`config.mk`:
```
export PLATFORM = sky130hd
export DESIGN_NAME = sha256_compress
export DESIGN_NICKNAME = d
export VERILOG_FILES = /design/src/rtl/sha256_compress.sv
export SDC_FILE = /design/constraint.sdc
export NUM_CORES = 2
export LEC_CHECK = 0
export BUFFER_PORTS_ARGS = -buffer_cell sky130_fd_sc_hd__buf_4
export CAP_MARGIN = 30
export CORE_AREA = 2 2 404 406
export DETAILED_ROUTE_END_ITERATION = 8
export DIE_AREA = 0 0 406 408
export GPL_TIMING_DRIVEN = 1
export MAX_ROUTING_LAYER = met4
export PLACE_DENSITY_LB_ADDON = 0.12
export SYNTH_ARGS = -nofsm -noshare
export SYNTH_HDL_FRONTEND = slang
export SYNTH_SLANG_ARGS = --single-unit
export TNS_END_PERCENT = 100
```
`constraint.sdc`:
```
create_clock -name clk -period 9.7 [get_ports clk]
set_input_delay 0.97 -clock clk [delete_from_list [all_inputs] [get_ports clk]]
set_output_delay 0.97 -clock clk [all_outputs]
set_load 0.02 [all_outputs]
```
`src/rtl/sha256_compress.sv`:
```
// Iterative SHA-256 compression core: one round per clock, 64 rounds, 66-cycle block period.
// Optional macro SHA256_IV_EN adds a constant FIPS IV output port H256_iv.
module sha256_compress (
    input  logic         clk,
    input  logic         reset_n,
    input  logic         in_v,
    input  logic [255:0] H256_in,
    input  logic [511:0] M256_in,
    output logic [255:0] H256_out,
    output logic         out_v
`ifdef SHA256_IV_EN
    ,
    output logic [255:0] H256_iv
`endif
);

    typedef enum logic [1:0] {IDLE, ROUND, DONE} state_t;

    localparam logic [31:0] K [64] = '{
        32'h428a2f98, 32'h71374491, 32'hb5c0fbcf, 32'he9b5dba5, 32'h3956c25b, 32'h59f111f1, 32'h923f82a4, 32'hab1c5ed5,
        32'hd807aa98, 32'h12835b01, 32'h243185be, 32'h550c7dc3, 32'h72be5d74, 32'h80deb1fe, 32'h9bdc06a7, 32'hc19bf174,
        32'he49b69c1, 32'hefbe4786, 32'h0fc19dc6, 32'h240ca1cc, 32'h2de92c6f, 32'h4a7484aa, 32'h5cb0a9dc, 32'h76f988da,
        32'h983e5152, 32'ha831c66d, 32'hb00327c8, 32'hbf597fc7, 32'hc6e00bf3, 32'hd5a79147, 32'h06ca6351, 32'h14292967,
        32'h27b70a85, 32'h2e1b2138, 32'h4d2c6dfc, 32'h53380d13, 32'h650a7354, 32'h766a0abb, 32'h81c2c92e, 32'h92722c85,
        32'ha2bfe8a1, 32'ha81a664b, 32'hc24b8b70, 32'hc76c51a3, 32'hd192e819, 32'hd6990624, 32'hf40e3585, 32'h106aa070,
        32'h19a4c116, 32'h1e376c08, 32'h2748774c, 32'h34b0bcb5, 32'h391c0cb3, 32'h4ed8aa4a, 32'h5b9cca4f, 32'h682e6ff3,
        32'h748f82ee, 32'h78a5636f, 32'h84c87814, 32'h8cc70208, 32'h90befffa, 32'ha4506ceb, 32'hbef9a3f7, 32'hc67178f2
    };

    function automatic logic [31:0] big_s0(input logic [31:0] x);
        return {x[1:0], x[31:2]} ^ {x[12:0], x[31:13]} ^ {x[21:0], x[31:22]};
    endfunction

    function automatic logic [31:0] big_s1(input logic [31:0] x);
        return {x[5:0], x[31:6]} ^ {x[10:0], x[31:11]} ^ {x[24:0], x[31:25]};
    endfunction

    function automatic logic [31:0] small_s0(input logic [31:0] x);
        return {x[6:0], x[31:7]} ^ {x[17:0], x[31:18]} ^ (x >> 3);
    endfunction

    function automatic logic [31:0] small_s1(input logic [31:0] x);
        return {x[16:0], x[31:17]} ^ {x[18:0], x[31:19]} ^ (x >> 10);
    endfunction

    function automatic logic [31:0] ch(input logic [31:0] x, input logic [31:0] y, input logic [31:0] z);
        return (x & y) ^ (~x & z);
    endfunction

    function automatic logic [31:0] maj(input logic [31:0] x, input logic [31:0] y, input logic [31:0] z);
        return (x & y) ^ (x & z) ^ (y & z);
    endfunction

    state_t       state;
    logic [5:0]   t;
    logic [31:0]  a, b, c, d, e, f, g, h;
    logic [31:0]  w [16];
    logic [255:0] hold;

    logic [31:0]  t1, t2, w_next;

    // w[0] is always W[t]; w_next is W[t+16], shifted in at the top of the window
    assign t1     = h + big_s1(e) + ch(e, f, g) + K[t] + w[0];
    assign t2     = big_s0(a) + maj(a, b, c);
    assign w_next = small_s1(w[14]) + w[9] + small_s0(w[1]) + w[0];

`ifdef SHA256_IV_EN
    assign H256_iv = 256'h6a09e667_bb67ae85_3c6ef372_a54ff53a_510e527f_9b05688c_1f83d9ab_5be0cd19;
`endif

    always_ff @(posedge clk or negedge reset_n) begin
        if (!reset_n) begin
            state    <= IDLE;
            t        <= '0;
            {a, b, c, d, e, f, g, h} <= '0;
            for (int i = 0; i < 16; i++) w[i] <= '0;
            hold     <= '0;
            H256_out <= '0;
            out_v    <= 1'b0;
        end else begin
            out_v <= 1'b0;
            case (state)
                IDLE: begin
                    if (in_v) begin
                        hold <= H256_in;
                        {a, b, c, d, e, f, g, h} <= H256_in;
                        for (int i = 0; i < 16; i++) w[i] <= M256_in[511 - 32*i -: 32];
                        t     <= '0;
                        state <= ROUND;
                    end
                end
                ROUND: begin
                    h <= g;
                    g <= f;
                    f <= e;
                    e <= d + t1;
                    d <= c;
                    c <= b;
                    b <= a;
                    a <= t1 + t2;
                    for (int i = 0; i < 15; i++) w[i] <= w[i+1];
                    w[15] <= w_next;
                    t     <= t + 6'd1;
                    if (t == 6'd63) state <= DONE;
                end
                DONE: begin
                    H256_out <= {hold[255:224] + a, hold[223:192] + b,
                                 hold[191:160] + c, hold[159:128] + d,
                                 hold[127:96]  + e, hold[95:64]   + f,
                                 hold[63:32]   + g, hold[31:0]    + h};
                    out_v    <= 1'b1;
                    state    <= IDLE;
                end
                default: state <= IDLE;
            endcase
        end
    end

endmodule

```
[Word level (Yosys, flattened, before mapping)]
Memory sizes are Yosys's and may differ from the RTL's.
Cells that the tools add are included.
Widths: inputs -> output; s select.
Storage, ports and cells
  bits in registers: 1289
  bits in read-only memories: 2048
  input bits: 771
  output and inout port bits: 257
  word-level logic and storage cells: 104
  memories: 1
Memory list
  (no name shown): words 64, bits a word 32, rd ports 1, clocked after Yosys merged registers in 0, wr ports 0, RTL line 63  | assign t1 = h + big_s1(e) + ch(e, f, g) + K[t] + w[0];
Cells by class
  add/subtract/negate cells: 19
  magnitude comparators: 1
  equal/unequal tests: 5
  muxes and demuxes: 26
  bitwise operators: 18
  reduce and logical (&&, ||, !) cells: 5
Operator list (count)
  $pmux 512 s2: 1
  $add 32x32->32: 18
  $mux 512: 1
  $pmux 32 s2: 8
  $mux 32: 10
  $xor 32x32->32: 9
  $and 32x32->32: 5
  $not 32->32: 1
  $xor 32x22->32: 1
  $xor 32x29->32: 1
  $pmux 6 s2: 1
  $ge 7x7->1 const B: 1
  $not 6->7: 1
  $add 6x1->6 const B: 1
  $eq 6x6->1 const B: 1
  $mux 6: 1
  $reduce_and 2->1: 3
  $mux 2: 2
  $ne 2x2->1 const B: 2
  $pmux 2 s2: 1
  $eq 2x1->1 const B: 1
  $eq 2x2->1 const B: 1
  $logic_not 2->1: 1
  $reduce_bool 2->1: 1
  $mux 1: 1

[Depth between registers and ports, before layout]
  depth after elaboration: 8
  mapped depth: 38
  mapped depth without buffers: 36

[Worst setup path after synthesis]
No wires, ideal clock.
  kind: register -> register
  from: reg t[2]
  to: reg a[30]
  setup time: 120 ps
  arrival time: 7602 ps
  data required time: 9580 ps
  setup slack: 1978 ps
  stages on the path, launching flop included: 39
  buffers on the path: 3
  period minus slack after synthesis: 7722 ps
  cell sequence: dfrtp_1 -> clkbuf_1 -> clkinv_1 -> clkbuf_1 -> buf_1 -> ha_1 -> nor2b_1 -> a21oi_1 -> nor2b_1 -> o22ai_1 -> o21ai_0 -> fa_1 -> inv_1 -> ha_1 -> inv_1 -> fa_1 -> and2b_1 -> o31ai_1 -> (+3 left out) -> a21oi_1 -> o21ai_0 -> a21oi_1 -> xnor2_1 -> inv_1 -> fa_1 -> inv_1 -> ha_1 -> a21oi_1 -> nor2b_1 -> o21ai_0 -> o2111ai_1 -> a211o_1 -> nand3_1 -> o22ai_1 -> o211ai_1 -> nand3_1 -> a31o_2
On the way
  cells in the longest elaborated chain, start to end: 8
RTL lines
  start: declaration: RTL line 55  | logic [5:0] t;
  start signal: assignment: RTL line 103  | t <= t + 6'd1;
  $not 6->7 (not written as such): RTL line 63
  $mem_v2 64x32
  $mux 32 (not written as such) (2 in series): RTL line 63
  $add 32x32->32 (2 in series): RTL line 63
  $add 32x32->32: RTL line 100  | a <= t1 + t2;
  $pmux 32 s2: RTL line 82  | case (state)
  end signal: assignment: RTL line 86  | {a, b, c, d, e, f, g, h} <= H256_in;
  end signal: assignment: RTL line 100
  end: declaration: RTL line 56  | logic [31:0] a, b, c, d, e, f, g, h;
No other way between the ends. The select of a mux whose other input is x is not followed.
A chain may end at the register's enable or synchronous reset.

[Worst setup path after layout]
  from: reg t[1]
  to: reg a[31]
Same word-level chain as after synthesis.

==> flow_metrics.py <==
metrics = {
    "layout": {
        "area_growth_syn_to_layout_pct": 17.4,
        "largest_reg_flops": 512,
        "reg.largest.list": "w (512), H256_out (256), hold (256)",
        "top_register": "w",
        "layout.nets": 11900,
        "drive_gt1_share_pct": 13.6,
    },
    "synth": {
        "syn_nets": 11300,
        "postSynthCellCount": 9970,
        "synth-edff-count": 0,
        "synthTopCellsByArea": "dfrtp_1 39%, nand2_1 12%, ha_1 6.1%",
        "ys.flop_type": "dfrtp_1",
        "ys_types": 89,
        "syn_area_um2": 81700,
        "postSynth.asyncResetShare_pct": 100,
        "yosysTopAreaCell": "dfrtp_1",
        "synth_top_cell_area_share_pct": 39.5,
        "syn_avg_cell_area_um2": 8.20,
        "synth_seq_cells": 1289,
        "yosysWarnings": 0,
        "ys_seq_area_share_pct": 39.5,
    },
    "setup_path": {
        "r2r_slack_ns": 0.79,
        "worstSetupPathType": "reg2reg",
        "worstPathMaxFanout": 15,
        "path_buf_inv": 4,
        "critPathCaptureType": "flip-flop",
        "crit_top_cell": "o21ai_0",
        "crit_required_ns": 10.41,
        "worstReg2RegStart": "t[1]",
        "reg2regPathDepth": 30,
        "worstReg2RegEnd": "a[31]",
        "arrival_ns": 9.62,
        "crit_slowest_cell": "dfrtp_1",
        "slowest_delay_ns": 0.65,
        "cp_top_family": "compound AO/OA/AOI/OAI gates",
        "start_kind": "flip-flop",
    },
    "floorplan": {
        "core_um2": 162000,
        "start_util_pct": 50.5,
        "die_area_um2": 166000,
        "rows": 148,
        "die_x_um": 406,
        "ios": 1028,
        "fp.dieH_um": 408,
    },
    "sta": {
        "timing.final.crit_share_pct": 91.8,
        "worstMarginPinSlew_ns": 1.21,
        "clock_skew_ns": 0.0538,
        "hold_slack_ns": 0.133,
        "relSlewSlack_pct": 19.3,
        "drv_slew": 0,
        "fmax_mhz": 112,
        "min_period_ns": 8.91,
        "finalSetupViolCount": 0,
        "rsz0062_at_grt": "no",
        "hold_viol": 0,
        "setup_tns_ns": 0,
    },
    "cts": {
        "h-tree-depth": 4,
        "cts_num_sinks": 1289,
        "cts_buffers": 147,
        "clkTransAtPathRegs_ns": 0.07,
        "clk_path_buf_depth": 3,
        "cts_tree": "yes",
        "clk-insertion-delay-late_ns": 0.81,
        "cts_resized": 0,
        "holdBufCountCts": 0,
        "ctsRootBufferMaster": "clkbuf_16",
        "post-cts-setup-buffer-count": 0,
    },
    "detailed_routing": {
        "vias_per_cell": 5.98,
        "num_vias": 77300,
        "firstDrtPassIters": 7,
        "final_antenna_net_count": 0,
        "drcViolationCount": 0,
        "wl_per_cell_um": 25.9,
        "drt_wl_total_um": 335000,
        "drtIter0Drc": 8682,
    },
    "global_route": {
        "grtUsageTotal_pct": 40.7,
        "antenna_found_initial": 58,
        "grt_pass1_wl_um": 485000,
        "grt_overflow_total": 0,
        "grt_pass1_vias": 73900,
        "grt_start_max_net_pins": 228,
    },
    "placement": {
        "gp_congestion": 1.02,
        "dp_hpwl_um": 256000,
        "io_buffers": 1027,
    },
    "outcome": {
        "outcome": "complete, no violations",
    },
    "flow_run": {
        "drv_cap": 0,
    },
    "min_path": {
        "hp-class": "in2async",
    },
}
-- cell type report --
| cell class | instances | area (um2) |
|---|---|---|
| tap | 2175 | 2720 |
| clock buffer | 200 | 4180 |
| multi-input combinational | 7555 | 45300 |
| timing repair buffer | 1105 | 8570 |
| sequential | 1289 | 32300 |
| fill | 14600 | 65700 |
| antenna | 58 | 145 |
| clock inverter | 62 | 981 |
| inverter | 484 | 1820 |
-- worst max-delay path by stage --
stage            end  slack [ns]  cells after the start  startpoint
3_5_place_dp   a[31]        0.89                     30        t[1]
6_report       a[31]        0.79                     30        t[1]
5_1_grt        a[31]         0.1                     30        t[1]
2_1_floorplan  a[30]        1.98                     38        t[2]
4_1_cts        a[31]        0.85                     30        t[1]
3_3_place_gp   a[31]        0.99                     30        t[1]
-- cells in the mapped netlist, drive strengths merged, types with 19 or more instances --
cell type and n:
nand2 2649, dfrtp 1289, nor2 896, a31oi 736, clkbuf 610, o21ai 516, inv 482, ha 399
a21oi 391, xnor2 298, xor2 247, fa 195, a21o 140, nor3 91, nand3 79, nand2b 71
o21a 66, a211oi 63, o22ai 59, o31ai 57, nor2b 51, o21bai 47, and3 35, buf 32
mux2 32, o211ai 29, or3 29, a211o 28, o22a 26, nand4 24, or2 21, mux2i 19
-- cells by family after synthesis --
kind of cell	after synthesis	share of synthesized area [%]
AOI/OAI and AO/OA	2337	18.0
xor gates and xnor gates	547	5.90
buffers and inverters	1126	5.18
and+or+nand+nor	4019	19.8
muxes	55	0.784
DFF	1289	39.5
adders and majority gates	597	10.9
-- cells in the final DEF, fill, tap and decap left out, types with 195 or more instances in the layout --
master / count
a31oi_1: 736
inv_1: 481
nor2_1: 895
ha_1: 399
dfrtp_1: 1284
xor2_1: 247
buf_4: 1085
o21ai_0: 507
a21oi_1: 388
xnor2_1: 298
fa_1: 195
nand2_1: 2646
-- worst reg2reg max path, delay by kind of cell (launching register included) --
family / cells / cell delay, ns
XOR/XNOR: 2 / 0.52
adder cells (fa/ha/maj): 5 / 2.36
AO/OA/AOI/OAI: 12 / 3.94
buffers and inverters: 4 / 0.44
AND/OR/NAND/NOR: 7 / 0.92
flip-flops: 1 / 0.65
-- routing by layer --
layer  vias up  wire, um  GRT usage, %  part of all wire, %
met3       815     30500          9.85                  9.1
met4         0     20500          21.4                  6.1
met1     37700    130000          50.1                   39
li1      35000         -             -                    -
met2      3785    153000          62.1                   46
met5         -         0             -                    0
-- metrics by stage --
step	worst slack (ns)	utilization, %	area (um2)	std cells
3_5_place_dp	0.888	56.0	90600	12600
4_1_cts	0.849	59.2	95800	12900
3_3_place_gp	0.994	56.0	90600	12600
6_report	0.792	59.4	96000	12900
2_1_floorplan	1.98	-	81700	9970
5_1_grt	0.0962	59.4	96000	12900
Power is not shown: default switching activity piles up to over one toggle a cycle in this logic, so the estimate is an artifact.
